[src/rtl/if_fetch_ctrl_if.sv]
// rtl/if_fetch_ctrl_if.sv - fetch sequencer bus: ROM port, control inputs, prefetch head to ID
interface if_fetch_ctrl_if #(
    parameter int DEPTH = 2
);
    localparam int CW = $clog2(DEPTH) + 1;

    logic [31:0]   rom_addr;
    logic [31:0]   rom_data;
    logic          fetch_en;
    logic          redirect_valid;
    logic [31:0]   redirect_pc;
    logic          id_ready;
    logic          if_valid;
    logic [31:0]   if_instr;
    logic [31:0]   if_pc;
    logic [31:0]   if_pc_plus4;
    logic [CW-1:0] q_count;

    modport master (
        output rom_addr, if_valid, if_instr, if_pc, if_pc_plus4, q_count,
        input  rom_data, fetch_en, redirect_valid, redirect_pc, id_ready
    );

    modport slave (
        input  rom_addr, if_valid, if_instr, if_pc, if_pc_plus4, q_count,
        output rom_data, fetch_en, redirect_valid, redirect_pc, id_ready
    );
endinterface

[src/rtl/if_fetch_ctrl.sv]
// rtl/if_fetch_ctrl.sv - instruction fetch sequencer: PC, ROM address, prefetch queue, redirect
module if_fetch_ctrl #(
    parameter int          DEPTH    = 2,
    parameter logic [31:0] RESET_PC = 32'h0000_0000
) (
    input  logic            clk,
    input  logic            reset,
    if_fetch_ctrl_if.master bus
);
    localparam int AW = $clog2(DEPTH);
    localparam int CW = AW + 1;
    localparam logic [CW-1:0] FULL = CW'(DEPTH);

    typedef enum logic [1:0] {BOOT, RUN, HOLD} state_t;

    state_t        state, state_nxt;
    logic [31:0]   pc;
    logic [AW-1:0] wr_ptr, rd_ptr;
    logic [CW-1:0] count;
    logic [31:0]   mem_pc    [DEPTH];
    logic [31:0]   mem_instr [DEPTH];
    logic          pop, push;

    always_ff @(posedge clk) begin
        if (!reset) state <= BOOT;
        else        state <= state_nxt;
    end

    always_comb begin
        state_nxt = state;
        case (state)
            BOOT:    state_nxt = RUN;
            RUN:     if (!bus.fetch_en) state_nxt = HOLD;
            HOLD:    if (bus.fetch_en)  state_nxt = RUN;
            default: state_nxt = BOOT;
        endcase
    end

    assign pop  = bus.if_valid & bus.id_ready;
    // A full queue may still accept a push when the head leaves in the same cycle.
    assign push = (state == RUN) & bus.fetch_en & ~bus.redirect_valid & ((count < FULL) | pop);

    always_ff @(posedge clk) begin
        if (!reset) begin
            pc     <= RESET_PC;
            wr_ptr <= '0;
            rd_ptr <= '0;
            count  <= '0;
            for (int i = 0; i < DEPTH; i++) begin
                mem_pc[i]    <= '0;
                mem_instr[i] <= '0;
            end
        end else if (bus.redirect_valid) begin
            // Storage is left as-is so the head outputs simply hold while empty.
            pc     <= bus.redirect_pc & 32'hFFFF_FFFC;
            wr_ptr <= '0;
            rd_ptr <= '0;
            count  <= '0;
        end else begin
            if (push) begin
                mem_pc[wr_ptr]    <= pc;
                mem_instr[wr_ptr] <= bus.rom_data;
                wr_ptr            <= wr_ptr + 1'b1;
                pc                <= pc + 32'd4;
            end
            if (pop) rd_ptr <= rd_ptr + 1'b1;
            if (push && !pop)      count <= count + 1'b1;
            else if (!push && pop) count <= count - 1'b1;
        end
    end

    assign bus.rom_addr    = pc;
    assign bus.if_valid    = (count != '0);
    assign bus.if_instr    = mem_instr[rd_ptr];
    assign bus.if_pc       = mem_pc[rd_ptr];
    assign bus.if_pc_plus4 = mem_pc[rd_ptr] + 32'd4;
    assign bus.q_count     = count;
endmodule

[src/flat_wrapper.sv]
// flat-port wrapper written by rule: the top's interface ports become plain ports
module if_fetch_ctrl_flat 
#(
    parameter int          DEPTH    = 2,
    parameter logic [31:0] RESET_PC = 32'h0000_0000
)
  (clk, reset, bus_rom_addr, bus_if_valid, bus_if_instr, bus_if_pc, bus_if_pc_plus4, bus_q_count, bus_rom_data, bus_fetch_en, bus_redirect_valid, bus_redirect_pc, bus_id_ready);
  if_fetch_ctrl_if #(.DEPTH(DEPTH)) bus_i ();
  input  logic clk;
  input  logic reset;
  output wire logic [$bits(bus_i.rom_addr)-1:0] bus_rom_addr;
  output wire logic [$bits(bus_i.if_valid)-1:0] bus_if_valid;
  output wire logic [$bits(bus_i.if_instr)-1:0] bus_if_instr;
  output wire logic [$bits(bus_i.if_pc)-1:0] bus_if_pc;
  output wire logic [$bits(bus_i.if_pc_plus4)-1:0] bus_if_pc_plus4;
  output wire logic [$bits(bus_i.q_count)-1:0] bus_q_count;
  input wire logic [$bits(bus_i.rom_data)-1:0] bus_rom_data;
  input wire logic [$bits(bus_i.fetch_en)-1:0] bus_fetch_en;
  input wire logic [$bits(bus_i.redirect_valid)-1:0] bus_redirect_valid;
  input wire logic [$bits(bus_i.redirect_pc)-1:0] bus_redirect_pc;
  input wire logic [$bits(bus_i.id_ready)-1:0] bus_id_ready;
  assign bus_rom_addr = bus_i.rom_addr;
  assign bus_if_valid = bus_i.if_valid;
  assign bus_if_instr = bus_i.if_instr;
  assign bus_if_pc = bus_i.if_pc;
  assign bus_if_pc_plus4 = bus_i.if_pc_plus4;
  assign bus_q_count = bus_i.q_count;
  assign bus_i.rom_data = bus_rom_data;
  assign bus_i.fetch_en = bus_fetch_en;
  assign bus_i.redirect_valid = bus_redirect_valid;
  assign bus_i.redirect_pc = bus_redirect_pc;
  assign bus_i.id_ready = bus_id_ready;
  if_fetch_ctrl #(.DEPTH(DEPTH), .RESET_PC(RESET_PC)) u_core (.clk(clk), .reset(reset), .bus(bus_i));
endmodule
[config.mk]
export PLATFORM = sky130hd
export DESIGN_NAME = if_fetch_ctrl_flat
export DESIGN_NICKNAME = d
export VERILOG_FILES = /design/src/rtl/if_fetch_ctrl_if.sv /design/src/rtl/if_fetch_ctrl.sv /design/src/flat_wrapper.sv
export SDC_FILE = /design/constraint.sdc
export NUM_CORES = 1
export LEC_CHECK = 0
export CAP_MARGIN = 20
export CELL_PAD_IN_SITES_DETAIL_PLACEMENT = 0
export CELL_PAD_IN_SITES_GLOBAL_PLACEMENT = 1
export CORE_ASPECT_RATIO = 2
export CORE_MARGIN = 2
export CORE_UTILIZATION = 39
export DETAILED_ROUTE_END_ITERATION = 8
export PLACE_DENSITY = 0.9
export SETUP_SLACK_MARGIN = 0.3
export SYNTH_ARGS = -nofsm -noshare
export SYNTH_HDL_FRONTEND = slang
export SYNTH_SLANG_ARGS = --single-unit
[constraint.sdc]
create_clock -name clk -period 9.2 [get_ports clk]
set_input_delay 1.84 -clock clk [delete_from_list [all_inputs] [get_ports clk]]
set_output_delay 1.84 -clock clk [all_outputs]
set_load 0.1 [all_outputs]
# Yosys cells after proc, flatten, opt, wreduce, memory -nomap -nowiden
# Memories as Yosys holds them, arrays and structs flattened. A register that Yosys moved wholly into a read port is not among the register bits.
# Index checks and enable logic that the tools add are counted.
[totals]
out_inout_bits = 131
reg_bits = 38
ram_bits = 128
mem_count = 2
input_bits = 69
wordCells = 60
[op_classes]
muxes = 22
magnitude_cmp = 1
eq_ne = 4
add_sub_neg = 6
reduce_logical = 12
n_bitwise = 7
[memory_table]
columns = ["memory", "words", "width", "read_ports", "rd_ports_with_merged_regs", "wr", "line", "source"]
rows = [
  ["u_core.mem_instr", 2, 32, 1, 1, 2, "if_fetch_ctrl.sv:21", "logic [31:0] mem_instr [DEPTH];"],
  ["u_core.mem_pc", 2, 32, 1, 1, 2, "if_fetch_ctrl.sv:20", "logic [31:0] mem_pc [DEPTH];"],
]
[ops]
columns = ["operator", "count"]
rows = [
  ["2-to-1 mux 32 bit", 4],
  ["adder 32 x 3 -> 32 bit, second input constant", 2],
  ["OR reduction 32 bit", 2],
  ["2-to-1 mux 1 bit", 13],
  ["2-to-1 mux 2 bit", 4],
  ["case mux 2 bit (3 select lines)", 1],
  ["nonzero test 2 bit", 3],
  ["bitwise AND 1 bit", 4],
  ["!= test 2 bit, second input constant", 2],
  ["adder 1 bit, second input constant", 2],
  ["adder 2 x 1 -> 2 bit, second input constant", 1],
  ["== test 2 x 1 -> 1 bit, second input constant", 1],
  ["== test 2 bit, second input constant", 1],
  ["logical AND 1 bit", 2],
  ["zero test 1 bit", 2],
  ["zero test 2 bit", 1],
  ["less-than comparator 2 bit, second input constant", 1],
  ["inverter 1 bit", 2],
  ["AND reduction 2 bit", 1],
  ["OR reduction 2 bit", 1],
  ["subtractor 2 x 1 -> 2 bit, second input constant", 1],
  ["bitwise OR 1 bit", 1],
]

# Logic depth before layout (Yosys ltp)
[logic_depth]
depth_word = 10
ltp_mapped = 13
depth_no_buf = 8

# Worst setup path after synthesis
# No wires, ideal clock.
[synth_timing]
path_kind = "register -> output"
start = "register with a tool-made name"
end = "output bus_if_pc_plus4[30]"
n_path_buf = 5
path_stages_with_launch = 14
required_time_ns = 7.360
t_arrival_ns = 6.607
path_slack_ns = 0.753
cell_sequence = "dfxtp_1 > buf_4 > buf_4 > buf_2 > clkbuf_1 > buf_2 > mux2i_1 > inv_1 > ha_1 > inv_1 > a211oi_1 > nand2_1 > nor4_2 > xnor2_1"
[synth_rtl]
columns = ["item", "line", "source"]
rows = [
  ["end, declared", "flat_wrapper.sv:15", "output wire logic [$bits(bus_i.if_pc_plus4)-1:0] bus_if_pc_plus4;"],
]

==> impl_metrics.toml <==
[global_route]
grt_overflow_total = 0
antenna_found_initial = 0
first_global_vias = 5814
largest_net_degree_at_the_start_of_global_routing = 64
globalRouteTotalUtil_pct = 18.3
first_pass_grt_wire_length_um = 30800

[logic_synthesis]
synthDistinctLibCells = 52
asyncSetResetFlopFracSynth_pct = 0
yosys.area.top_type_share_pct = 46.1
netlist_top_cells_area = "edfxtp_1, and2_1, dfxtp_1, mux2_2, xnor2_1"
synth_flop_cell = "edfxtp_1"
synthesis.yosys.warnings = 0
synthesis.area_um2 = 8080
postSynthRegisterBits = 161
syn-instance-count = 695
synth_largest_area_cell = "edfxtp_1"
synth_enable_flop_cells = 124
sequential_element_share_of_the_synthesized_area_pct = 55.2
syn_area_per_cell_um2 = 11.6

[layout]
most-common-layout-cells = "clkdlybuf4s50_1, and2_1, edfxtp_1, mux2_2, xnor2_1"
number_of_antenna_diodes = 0
layout_commonest_cell = "clkdlybuf4s50_1"
layout-drive-gt1-share_pct = 12.3
final_util_pct = 53.0
flow.area_growth_from_synthesis_pct = 33.6
final-instance-count-excl-fill = 1149
num-nets-final = 942

[drt]
post_drt_via_cell_ratio = 4.99
drt-initial-drc-count = 129
detailroute.via_count = 5735
wl_per_cell_um = 17.3
finalWirelength_um = 19900
ant_nets = 0
drcViolationCount = 0
firstDrtPassIters = 5

[clocking]
tritoncts = "built"
htree_levels = 4
cts-root-to-sink-buffers = 2
cts.repair.resized = 0
ctsRootBufferMaster = "clkbuf_16"
clkSinkCount = 161
clk_transition_reported_paths_ps = 70
clk-insertion-delay-late_ps = 430
cts-buffers-inserted = 17
postCtsHoldBufs = 0
post-cts-setup-buffers = 0

[worst_setup_path]
worstReg2RegEnd = "u_core.mem_instr[1][26]"
worstPathCellList = "buf_4, nand4_1, a21boi_0, nand2_1, nor4_2, xnor2_1, clkdlybuf4s50_1"
critical_path_required_ps = 7360
rrSetupSlack_ps = 5930
worst-path-max-fanout = 50
worstRegToRegCells = 5
worst-endpoint-arrival_ps = 4650
timing.setup.critical_path_class = "flip-flop to output pin"
critical_path.endpoint = "bus_if_pc_plus4[30]"
crit_path_end_kind = "output pin"
critical_path.reg2reg.startpoint = "u_core.state[1]"
critical-path-max-stage-delay_ps = 1160
worstSetupStartpointType = "flip-flop"
critPathSlowestCell = "clkdlybuf4s50_1"

[sta]
report.final.hold_viol_count = 0
setup_viol = 0
transition_time_of_the_tightest_slew_check_pin_ps = 1080
skew_ps = 13.7
setup_total_negative_slack_ps = 0
worst_hold_slack_ps = 517
rsz0062_at_grt = "no"
maxSlewHeadroom_pct = 27.5
fmax_ghz = 0.154
maxSlewViolCount = 0
timing.final.crit_period_ps = 6490
min_period_over_period_pct = 70.5

[floorplanning]
die_height_um = 208
fp.dieArea_um2 = 22000
rows = 74
initial_core_util_pct = 39.7
core_region_area_um2 = 20400
ioPinCount = 200
floorplan.die.width_um = 106

[placed_design]
place.gp.congestion = 0.804
dp.final_hpwl_um = 14100
number_of_input_and_output_port_buffers_inserted = 191
dpl.cell_count = 1117

[min_path]
worst_hold_path_type = "flip-flop to flip-flop"

[power_and_ir_drop]
ir_drop_uv = 101
power_leakage_nw = 3.91
cellPowerDensity_nw_per_um2 = 187

[run_status]
run_status = "finished clean"

[job]
cap_violations = 0
[power breakdown]
group          total, mW  internal (mW)  leakage, nW  switching [mW]
logic              0.447          0.113         2.03           0.334
clock network      0.727          0.430        0.288           0.297
registers          0.845          0.817         1.59          0.0282
total               2.02           1.36         3.91           0.659
[worst max-delay path: cells and delay by family, from the launching register on]
family / cells / cell delay (ps)
buffers and inverters: 2 / 1750
and+or+nand+nor: 3 / 1000
AOI/OAI and AO/OA: 1 / 640
DFF: 1 / 620
xor gates and xnor gates: 1 / 150
[per-layer routing]
layer  part of all wire, %  track usage (%)
met3                   2.6             2.23
met1                    36             18.6
met5                     0                0
met4                   3.8             9.48
met2                    57             35.4
[cell families after synthesis]
logic type / synth area share, %
and+or+nand+nor: 20.1
DFF: 55.2
AOI/OAI and AO/OA: 5.33
buffers and inverters: 3.82
muxes: 8.73
xor gates and xnor gates: 6.28
adders and majority gates: 0.464
other: 0.0464
[cell usage after synthesis, types with 13 or more instances]
library cell / n
a21oi_1: 31
and2_1: 129
nor3_1: 13
nor2_1: 14
mux2_2: 52
edfxtp_1: 124
dfxtp_1: 37
nand2_1: 30
inv_1: 22
xnor2_1: 46
nand3_1: 18
o21ai_0: 34
clkbuf_1: 26
[flip-flops by register name, summed over array words and instances, names as in the netlist, named ones only]
name and count:
u_core.mem_instr 64, u_core.bus.rom_addr 30, u_core.rd_ptr 1, u_core.mem_pc 60, u_core.bus.q_count 2, u_core.state 2
u_core.wr_ptr 1
[metrics by stage]
| step | power (mW) | area, um^2 | setup slack [ps] |
|---|---|---|---|
| final | 2.02 | 10800 | 2710 |
| after global routing | 2.08 | 10800 | 2340 |
| after CTS | 2.03 | 10800 | 2610 |
| after detailed placement | 1.31 | 10200 | 3070 |
| after global placement | 1.31 | 10200 | 3140 |
| after floorplan | 1.19 | 8100 | 753 |
[area by class of cell]
type                            count  area [um^2]
Clock buffer                       17          425
Inverter                           23         86.3
Tap cell                          266          333
Fill cell                        1805         9570
Sequential cell                   161         4470
Timing Repair Buffer              197         1960
Clock inverter                     15          183
Multi-Input combinational cell    470         3350
[how the worst min path moves through the flow]
stage | cells past startpoint | slack (ps) | start | end
6_report | 2 | 520 | u_core.rd_ptr | u_core.rd_ptr
5_1_grt | 2 | 560 | u_core.rd_ptr | u_core.rd_ptr
4_1_cts | 2 | 520 | u_core.rd_ptr | u_core.rd_ptr
3_5_place_dp | 2 | 500 | u_core.rd_ptr | u_core.rd_ptr
3_3_place_gp | 2 | 490 | u_core.rd_ptr | u_core.rd_ptr
2_1_floorplan | 2 | 470 | u_core.rd_ptr | flip-flop
Note: power is estimated with default switching activity, not from simulation.
